### src/rtl/div_issue_pkg.sv
// Shared defines for the M-extension divide path: operand widths, funct3 op
// encodings, issue-FSM state encoding and the default divider watchdog limit.
package div_issue_pkg;

  localparam int DIV_W       = 32;
  localparam int REG_AW      = 5;
  localparam int DIV_TIMEOUT = 64;

  localparam logic [2:0] OP_DIV  = 3'b100;
  localparam logic [2:0] OP_DIVU = 3'b101;
  localparam logic [2:0] OP_REM  = 3'b110;
  localparam logic [2:0] OP_REMU = 3'b111;

  typedef enum logic [1:0] {
    IDLE = 2'b00,
    WAIT = 2'b01,
    WB   = 2'b10
  } div_state_e;

  typedef struct packed {
    logic [2:0]        op;
    logic [DIV_W-1:0]  dividend;
    logic [DIV_W-1:0]  divisor;
    logic [REG_AW-1:0] rd;
  } div_req_t;

  // funct3[2] separates the divide group from the multiply group
  function automatic logic is_div_op(input logic [2:0] op);
    return op[2];
  endfunction

endpackage

### src/rtl/div_wdog.sv
// Watchdog counter for the divide wait phase; tc flags the last permitted cycle.
module div_wdog
  import div_issue_pkg::*;
#(
  parameter int TIMEOUT = DIV_TIMEOUT
) (
  input  logic clk,
  input  logic rst,
  input  logic clr,
  input  logic en,
  output logic tc
);

  localparam int CW = (TIMEOUT > 1) ? $clog2(TIMEOUT) : 1;
  localparam logic [CW-1:0] TC_VAL = CW'(TIMEOUT - 1);

  logic [CW-1:0] r_cnt;

  // saturate at the terminal value so an idle-held enable can never wrap
  always_ff @(posedge clk) begin
    if (rst)              r_cnt <= '0;
    else if (clr)         r_cnt <= '0;
    else if (en && !tc)   r_cnt <= r_cnt + 1'b1;
  end

  assign tc = (r_cnt == TC_VAL);

endmodule

### src/rtl/div_issue.sv
// Issue/write-back sequencer between the execute stage and the iterative
// divider: latches operands, stalls the pipe, writes back one result.
module div_issue
  import div_issue_pkg::*;
#(
  parameter int TIMEOUT = DIV_TIMEOUT
) (
  input  logic              clk,
  input  logic              rst,
  input  logic              req_i,
  input  logic [2:0]        op_i,
  input  logic [DIV_W-1:0]  rs1_data_i,
  input  logic [DIV_W-1:0]  rs2_data_i,
  input  logic [REG_AW-1:0] rd_i,
  input  logic              flush_i,
  output logic              div_start_o,
  output logic [2:0]        div_op_o,
  output logic [DIV_W-1:0]  div_dividend_o,
  output logic [DIV_W-1:0]  div_divisor_o,
  output logic [REG_AW-1:0] div_reg_waddr_o,
  input  logic [DIV_W-1:0]  div_result_i,
  input  logic              div_ready_i,
  input  logic              div_busy_i,
  output logic              hold_o,
  output logic              reg_we_o,
  output logic [REG_AW-1:0] reg_waddr_o,
  output logic [DIV_W-1:0]  reg_wdata_o,
  output logic              err_o
);

  div_state_e        r_state, w_next;
  div_req_t          r_req;
  logic [REG_AW-1:0] r_waddr;
  logic [DIV_W-1:0]  r_wdata;
  logic              r_err;

  logic w_accept, w_in_wait, w_tc, w_wb_load, w_err;

  // busy gating guarantees the divider sees start low between operations
  assign w_accept  = (r_state == IDLE) && req_i && is_div_op(op_i) &&
                     !flush_i && !div_busy_i && !rst;
  assign w_in_wait = (r_state == WAIT);

  div_wdog #(.TIMEOUT(TIMEOUT)) u_wdog (
    .clk (clk),
    .rst (rst),
    .clr (w_accept),
    .en  (w_in_wait),
    .tc  (w_tc)
  );

  always_comb begin
    w_next    = r_state;
    w_wb_load = 1'b0;
    w_err     = 1'b0;
    case (r_state)
      IDLE: if (w_accept) w_next = WAIT;
      WAIT: begin
        if (flush_i) begin
          w_next = IDLE;
        end else if (div_ready_i) begin
          w_next    = WB;
          w_wb_load = 1'b1;
        end else if (w_tc) begin
          w_next = IDLE;
          w_err  = 1'b1;
        end
      end
      WB:      w_next = IDLE;
      default: w_next = IDLE;
    endcase
  end

  always_ff @(posedge clk) begin
    if (rst) begin
      r_state <= IDLE;
      r_req   <= '0;
      r_waddr <= '0;
      r_wdata <= '0;
      r_err   <= 1'b0;
    end else begin
      r_state <= w_next;
      r_err   <= w_err;
      if (w_accept)
        r_req <= '{op: op_i, dividend: rs1_data_i, divisor: rs2_data_i, rd: rd_i};
      if (w_wb_load) begin
        r_wdata <= div_result_i;
        r_waddr <= r_req.rd;
      end
    end
  end

  // start drops in the ready cycle so the divider does not relaunch
  assign div_start_o     = w_in_wait && !div_ready_i && !flush_i;
  assign div_op_o        = r_req.op;
  assign div_dividend_o  = r_req.dividend;
  assign div_divisor_o   = r_req.divisor;
  assign div_reg_waddr_o = r_req.rd;

  assign hold_o      = w_accept || w_in_wait;
  assign reg_we_o    = (r_state == WB) && (r_waddr != '0);
  assign reg_waddr_o = r_waddr;
  assign reg_wdata_o = r_wdata;
  assign err_o       = r_err;

endmodule

### config.mk
export PLATFORM = sky130hd
export DESIGN_NAME = div_issue
export DESIGN_NICKNAME = d
export VERILOG_FILES = /design/src/rtl/div_issue_pkg.sv /design/src/rtl/div_wdog.sv /design/src/rtl/div_issue.sv
export SDC_FILE = /design/constraint.sdc
export NUM_CORES = 1
export LEC_CHECK = 0
export CORE_MARGIN = 8
export CORE_UTILIZATION = 56
export DETAILED_ROUTE_END_ITERATION = 16
export DONT_BUFFER_PORTS = 1
export GPL_ROUTABILITY_DRIVEN = 0
export PLACE_DENSITY = 0.83
export SLEW_MARGIN = 0
export SYNTH_ARGS = -nofsm -noshare
export SYNTH_HDL_FRONTEND = slang
export SYNTH_SLANG_ARGS = --single-unit
### constraint.sdc
create_clock -name clk -period 1.55 [get_ports clk]
set_clock_uncertainty 0.1 [all_clocks]
set_input_delay 0.2325 -clock clk [delete_from_list [all_inputs] [get_ports clk]]
set_output_delay 0.2325 -clock clk [all_outputs]
set_load 0.02 [all_outputs]
# After elaboration in Yosys (flattened, before gate mapping)

Cells that the tools add are included.

Flip-flop bits (word level): 118
Input port bits: 110
Output and inout port bits: 113
Logic and storage cells: 45

Add/subtract/negate cells: 1
Equality and inequality tests: 5
Muxes and demuxes: 9
Bitwise operators: 1
Reductions and logical operators: 20

Operators by type and width:

| cell                                                            | number |
|---|---|
| 1-bit logical AND                                               | 9 |
| 2-bit two-way mux                                               | 4 |
| 6-bit by 1-bit adder with 6-bit output, second input constant   | 1 |
| 6-bit == test, second input constant                            | 1 |
| 1-bit zero test                                                 | 5 |
| 5-bit nonzero test                                              | 1 |
| 1-bit two-way mux                                               | 4 |
| 4-bit != test, second input constant                            | 1 |
| 2-bit one-hot mux with 2 select lines                           | 1 |
| 4-bit OR reduction                                              | 1 |
| 2-bit by 1-bit == test with 1-bit output, second input constant | 1 |
| 2-bit == test, second input constant                            | 1 |
| 2-bit zero test                                                 | 1 |
| 2-bit != test, second input constant                            | 1 |
| 2-bit AND reduction                                             | 1 |
| 2-bit OR reduction                                              | 1 |
| 1-bit logical OR                                                | 1 |
| 1-bit inverter                                                  | 1 |

# Logic depth before layout (Yosys ltp)

Depth after elaboration: 8
Mapped depth: 6
Mapped depth without buffers: 5

# By module

Synthesis repeated with hierarchy kept, for this count alone.

Cells, all modules: 542
Area, all modules: 4478.0 sq um

By module, submodules not included:

| module    | instances | cells an instance | area an instance (sq um) | sequential area each (sq um) |
|---|---|---|---|---|
| div_issue | 1         | 510               | 4185.3                   | 2242.2 |
| div_wdog  | 1         | 32                | 292.8                    | 120.1 |

# Worst setup path after synthesis

Ideal clock, no wire load.

Path type: register to output
From: register r_state[0]
To: output hold_o
Arrival time: 1.481 ns
Required time: 1.217 ns
Setup slack: -0.264 ns
Stages on the path, launching flop included: 5
Buffers on the path: 1
Cell sequence: dfxtp_1 > nor2_1 > nand4_1 > clkbuf_1 > o21ai_0

Word-level cells in the longest chain between the ends: 7
Elaborated cells on any way between the ends: 8
Classes of those cells: eq/ne (1); reduce/logical (7)

RTL lines:

| item                           | line             | text |
|---|---|---|
| start: declaration             | div_issue.sv:31  | `div_state_e r_state, w_next;` |
| start signal: assignment       | div_issue.sv:82  | `r_state <= w_next;` |
| 2-bit zero test                | div_issue.sv:40  | `assign w_accept = (r_state == IDLE) && req_i && is_div_op(op_i) &&` |
| 1-bit logical AND (3 in a row) | div_issue.sv:40  |  |
| 1-bit logical AND (2 in a row) | div_issue.sv:41  | `!flush_i && !div_busy_i && !rst;` |
| 1-bit logical OR (*)           | div_issue.sv:100 | `assign hold_o = w_accept \|\| w_in_wait;` |
| end: declaration               | div_issue.sv:24  | `output logic hold_o,` |

Mark *: on every way between the ends. The rest lies on a longest branch, timed or not.

# Worst setup path in the final report

From: register r_waddr[0], in the netlist reg_waddr_o[0]
To: output reg_we_o

Word-level cells in the longest chain between the ends: 2

RTL lines:

| item                     | line             | text |
|---|---|---|
| start: declaration       | div_issue.sv:33  | `logic [REG_AW-1:0] r_waddr;` |
| start signal: assignment | div_issue.sv:88  | `r_waddr <= r_req.rd;` |
| 5-bit nonzero test       | div_issue.sv:101 | `assign reg_we_o = (r_state == WB) && (r_waddr != '0);` |
| 1-bit logical AND        | div_issue.sv:101 |  |
| end: declaration         | div_issue.sv:25  | `output logic reg_we_o,` |

Every way passes these cells.

==> flow_summary.rst <==
.. list-table::
   :header-rows: 1

   * - Metric
     - Value
   * - Summed instance area of the synthesized netlist
     - 4180 um2
   * - Worst hold slack across all endpoints
     - -0.283 ns
   * - First-pass GRT wire length
     - 16.4 mm
   * - Number of antenna diodes
     - 0
   * - Metal1 wirelength
     - a little under 4 mm
   * - Count of input and output buffers
     - 0
   * - Vertical die dimension
     - around 100 um
   * - Setup repair after global routing missed its margin
     - yes
   * - Pre-antenna DRT Iters
     - 4
   * - Worst Setup End Kind
     - primary output
   * - Overall routed net length
     - 11.4 mm
   * - Nets
     - 639
   * - Clk sinks
     - 118
   * - Hold path startpoint
     - rst
   * - Total CTS buffers
     - 17
   * - Max-slew violation count
     - 0
   * - HPWL after DPL
     - 7.90 mm
   * - H-tree Lvls
     - 4
   * - Initial antenna violation count
     - 0
   * - Maximum Capacitance Violations
     - 0
   * - Sum of internal, switching and leakage power
     - around 7.3 mW
   * - PnR worst setup slack
     - -0.406 ns
   * - Achievable clock frequency
     - 511 MHz
   * - TritonCTS clock tree
     - built
   * - Result of the run
     - complete, but fails checks
   * - Power Internal
     - between 5 and 6 mW
   * - Number of hold-slack violations in the final timing report
     - 117
   * - Initial DRC count
     - approximately 180
   * - Synth-to-layout area growth
     - 20.8%
   * - Sort of element at the start of the critical path
     - flip-flop
   * - Met3 layer wire length in the routed design
     - 1.31 mm
   * - Cell area after layout
     - 5050 um2
   * - Worst reg-to-reg path cell count
     - 6
   * - YS warnings
     - 0
   * - Rel. slew slack
     - 79.1%
   * - Number of fill cells
     - 586
   * - Total nets after synthesis
     - roughly 640
   * - Core area
     - 7250 um2
   * - Crit Path Max Fanout
     - 2
   * - Commonest non-fill, non-tap cell in the layout
     - sky130_fd_sc_hd__nand2_1
   * - Kind of critical path
     - flip-flop to primary output
   * - Crit path from
     - reg_waddr_o[0]
   * - Area of placed instances
     - between 4000 and 5000 um2
   * - Clock insertion delay at the later pin of the skew report
     - 0.49 ns
   * - Number of DRC violations after detailed routing
     - 0
   * - Number of buffers on the longest clock path
     - 2
   * - Met2 WL post-DR
     - 5.97 mm
   * - Cell at the root of the clock tree
     - sky130_fd_sc_hd__clkbuf_8
   * - Total leakage power
     - 1.74 nW
   * - Seq pwr share
     - 43.4%
   * - Post-Synthesis Cells
     - roughly 520
   * - Switching part of the total
     - about a fifth
   * - Flops & latches, synth
     - 118
   * - Via count of the routed design
     - between 3k and 4k
   * - Register-to-register path setup slack
     - 0.06 ns
   * - Setup-violating endpoint count in the final report
     - 3
   * - Antenna viol nets, final
     - 0
   * - Worst r2r dst
     - u_wdog.r_cnt[1]
   * - Number of ports placed on the die boundary
     - 223
   * - Arrival time at the worst endpoint
     - around 1.6 ns
   * - Total global routing overflow
     - 0
   * - Setup TNS
     - -0.850 ns
   * - Utilization after layout
     - 69.7%
   * - Pin count of the biggest net entering global routing
     - ~120
   * - Most frequent cells in the layout
     - sky130_fd_sc_hd__nand2_1, sky130_fd_sc_hd__dfxtp_1, sky130_fd_sc_hd__a21oi_1
   * - Area fraction of the dominant cell type after synthesis
     - between 50% and 60%
   * - Post-route clock period utilization
     - 126%
   * - Floorplan row count
     - 31
   * - Critical path data required time
     - approximately 1.2 ns
   * - Post-CTS clock slew at the launch and capture registers of the worst setup and hold paths
     - roughly 0.05 ns
   * - Slew at the pin closest to its max-slew limit
     - ~0.31 ns
   * - Full die area
     - about 10000 um2
   * - Pwr Density
     - 1450 nW/um2
   * - CP endpoint
     - reg_we_o
   * - Worst min-delay path category
     - input pin to flip-flop
   * - Post-Syn Area per Cell
     - 7.98 um2
   * - Number of distinct library cells after synthesis
     - 29
   * - Average detailed-routed wire length per instance
     - about 18 um
   * - Top layer reached by signal wires
     - met4
   * - Die X-Extent
     - 102 um
   * - Vias in the first global route
     - 3402
   * - Peak VDD IR
     - between 1000 and 1500 uV
   * - Violated checks
     - negative hold slack, negative setup slack
   * - Sw Pwr
     - 1.52 mW
   * - Sequential share of the synthesized area
     - 56.5%
   * - Initial Util
     - 57.7%
   * - Area leader, netlist
     - sky130_fd_sc_hd__dfxtp_1
   * - Power share of the combinational group
     - under 10%
   * - Biggest area contributors in the synthesized netlist
     - sky130_fd_sc_hd__dfxtp_1, sky130_fd_sc_hd__nand2_1, sky130_fd_sc_hd__a21oi_1
   * - Clock network power share
     - 54.6%
   * - Minimum clock period
     - 1.96 ns
   * - Ratio of routed vias to standard cells
     - 5.45
   * - GRT Resource Usage Total
     - 20.0%
   * - Layout cell share with drive strength beyond 1
     - 13.1%
   * - FF-to-FF Start
     - u_wdog.r_cnt[0]
timing repair:
| item | 4_1_cts | 5_1_grt |
|---|---|---|
| setup buffers | 0 | 2 |
| pin swaps | 1 | 4 |
| gates cloned | 0 | 1 |
| endpoints found under the hold margin | 118 | 112 |
| gates resized for setup | 4 | 14 |
| setup endpoints to repair | 3 | 49 |
critical path, stage by stage (launching register included):
cell and delay (ns):
sky130_fd_sc_hd__dfxtp_2 0.31, sky130_fd_sc_hd__or4_4 0.53, sky130_fd_sc_hd__nor2_2 0.09, sky130_fd_sc_hd__nor3b_1 0.05, sky130_fd_sc_hd__buf_4 0.15
synth_stat cells:
master / number
sky130_fd_sc_hd__nand2_1: 218
sky130_fd_sc_hd__dfxtp_1: 118
sky130_fd_sc_hd__a21oi_1: 106
sky130_fd_sc_hd__clkbuf_1: 22
sky130_fd_sc_hd__nor2_1: 11
sky130_fd_sc_hd__buf_2: 10
sky130_fd_sc_hd__a21oi_2: 6
sky130_fd_sc_hd__nor3_1: 5
sky130_fd_sc_hd__and3_1: 4
sky130_fd_sc_hd__buf_6: 3
sky130_fd_sc_hd__nand2b_1: 2
sky130_fd_sc_hd__nand4_1: 2
sky130_fd_sc_hd__a311oi_1: 1
sky130_fd_sc_hd__a31oi_1: 1
sky130_fd_sc_hd__and2_1: 1
sky130_fd_sc_hd__and4_1: 1
sky130_fd_sc_hd__buf_1: 1
sky130_fd_sc_hd__ha_1: 1
sky130_fd_sc_hd__mux2i_1: 1
sky130_fd_sc_hd__nand3_1: 1
sky130_fd_sc_hd__nand3b_1: 1
sky130_fd_sc_hd__nor2b_1: 1
sky130_fd_sc_hd__nor3b_1: 1
sky130_fd_sc_hd__nor3b_4: 1
sky130_fd_sc_hd__o21ai_0: 1
sky130_fd_sc_hd__o31ai_1: 1
sky130_fd_sc_hd__or3_1: 1
sky130_fd_sc_hd__or4_1: 1
sky130_fd_sc_hd__xnor2_1: 1
power groups by stage:
stage               clock network [mW]  logic (mW)  registers [mW]
floorplan                            0       0.145            3.23
global placement                     0       0.130            3.24
detailed placement                   0       0.137            3.24
CTS                               4.04       0.137            3.18
global route                      4.19       0.167            3.18
finish                            4.00       0.149            3.18
worst min-delay path by stage:
stage	depth (start not counted)	end
finish	1	div_dividend_o[8]
detailed placement	1	div_dividend_o[22]
floorplan	2	reg_wdata_o[0]
global placement	1	div_dividend_o[8]
global route	1	div_dividend_o[10]
CTS	1	div_divisor_o[24]
cell families after synthesis:
logic type	share of synthesized area, %
simple gates	24.1
flops	56.5
compound gates	14.6
buf+inv	4.07
xor+xnor	0.209
mux	0.239
fa+ha+maj	0.299
metal layers:
layer  up-vias  track usage [%]
met5         -                0
met4         0             8.92
met3        13             10.6
met2       147             34.8
met1      1617             19.2
li1       1711                -
state kept, by name, indices dropped and copies added, names as in the netlist:
register	count
r_state	2
div_op_o	3
div_dividend_o	32
u_wdog.r_cnt	6
div_reg_waddr_o	5
div_divisor_o	32
err_o	1
reg_waddr_o	5
reg_wdata_o	32
per-stage QoR:
step                cells  hold slack (ns)  setup WS, ns
floorplan             524            0.269       -0.0157
global placement      605            0.211        0.0468
detailed placement    605            0.212        0.0290
CTS                   637           -0.319        -0.446
global route          640           -0.324        -0.465
finish                640           -0.283        -0.406
area by class of cell:
class,instances,area [um2],share of cell area (%)
Clock buffer,20,435,8.62
Clock inverter,12,176,3.49
Multi-Input combinational cell,370,1710,33.8
Sequential cell,118,2370,46.9
Tap cell,99,124,2.45
Timing Repair Buffer,21,240,4.75
Note: power is estimated with default switching activity, not from simulation.
==> RTL edit: new RTL, same flow settings <==
Encoding of `div_state_e`: now one-hot (3 bits for 3 states).
--- a/src/rtl/div_issue_pkg.sv
+++ b/src/rtl/div_issue_pkg.sv
@@ -11,10 +11,10 @@
   localparam logic [2:0] OP_REM  = 3'b110;
   localparam logic [2:0] OP_REMU = 3'b111;
 
-  typedef enum logic [1:0] {
-    IDLE = 2'b00,
-    WAIT = 2'b01,
-    WB   = 2'b10
+  typedef enum logic [2:0] {
+    IDLE = 3'b001,
+    WAIT = 3'b010,
+    WB   = 3'b100
   } div_state_e;
 
   typedef struct packed {
Formal check against the unedited RTL: same outputs for any inputs over 10 cycles, from zero or initial values and one cycle with rst high; not proved beyond that.
==> RTL edit against the unedited design <==
The run now fails in global routing (5_1_grt); area after synthesis decreased by 3.8%.
==> RTL edit: results (changes against the unedited design) <==
htree_levels: 4  # unchanged
lastStage: "global routing (5_1_grt)"
synth_top_cells_by_count: "dfxtp_1, a22o_1, nand2_1"
numCtsBuffers: 17  # unchanged
outcome: "stopped before the end"
synth_warnings: 0  # unchanged
worst_endpoint_kind: "primary output"
error_line: "[ERROR DPL-0038] Utilization greater than 100%, impossible to legalize"
yosysUniqueCellTypes: 36  # +24%
clock_path_buffers: 2  # unchanged
synth_ff_type: "dfxtp_1"
cts_root_buf: "clkbuf_8"
crit_endpoint: "div_start_o"
synthAdderAreaFrac_pct: 0.311  # +0.012 points
io_buffer_count: 0  # unchanged
placed_cells: 478  # -21%
synth.area.top_cells: "dfxtp_1, a22o_1, nand2_1"
synth_edf_count: 0  # unchanged
synth-compound-area-share_pct: 22.9  # +8.3 points
syn-num-nets: 489  # -23%
synth.yosys.seq_area_share_pct: 59.2  # +2.7 points
grt_max_degree: 73
pre_cts_slack_ns: -0.136  # -0.165 ns
post-dp-hpwl_um: 7640  # -3.3%
cts.sinks: 119  # +0.85%
async_flop_share_pct: 0  # unchanged
avgSynthCellArea_um2: 10.6  # +33%
synthXorXnorAreaFrac_pct: 0.653  # +0.44 points
synthMuxAreaShare_pct: 0  # -0.24 points
-- RTL edit: cell types whose count changed after synthesis, moves of 5 or more --
cell,before,now
nand2_1,218,68
nand2_2,0,10
a21oi_1,106,32
nor2_1,11,6
a22o_1,0,71
clkbuf_1,22,13
-- RTL edit: logic make-up after synthesis --
family / Yosys count
buffers and inverters: 28
AO/OA/AOI/OAI: 120
adder cells (fa/ha/maj): 1
AND/OR/NAND/NOR: 107
flip-flops: 119
XOR/XNOR: 3
-- RTL edit: stage by stage --
stage / hold slack (ns) / area [um2]
2_1_floorplan: 0.265 / 4040
3_5_place_dp: 0.200 / 4310
4_1_cts: -0.0368 / 6380
3_3_place_gp: 0.200 / 4310
-- RTL edit: what timing repair did --
| action | 4_1_cts |
|---|---|
| gates cloned | 10 |
| endpoints found under the hold margin | 118 |
| buffers inserted | 13 |
| resized for setup | 27 |
| pin swaps | 11 |
| hold buffers | 105 |
| setup endpoints to repair | 112 |
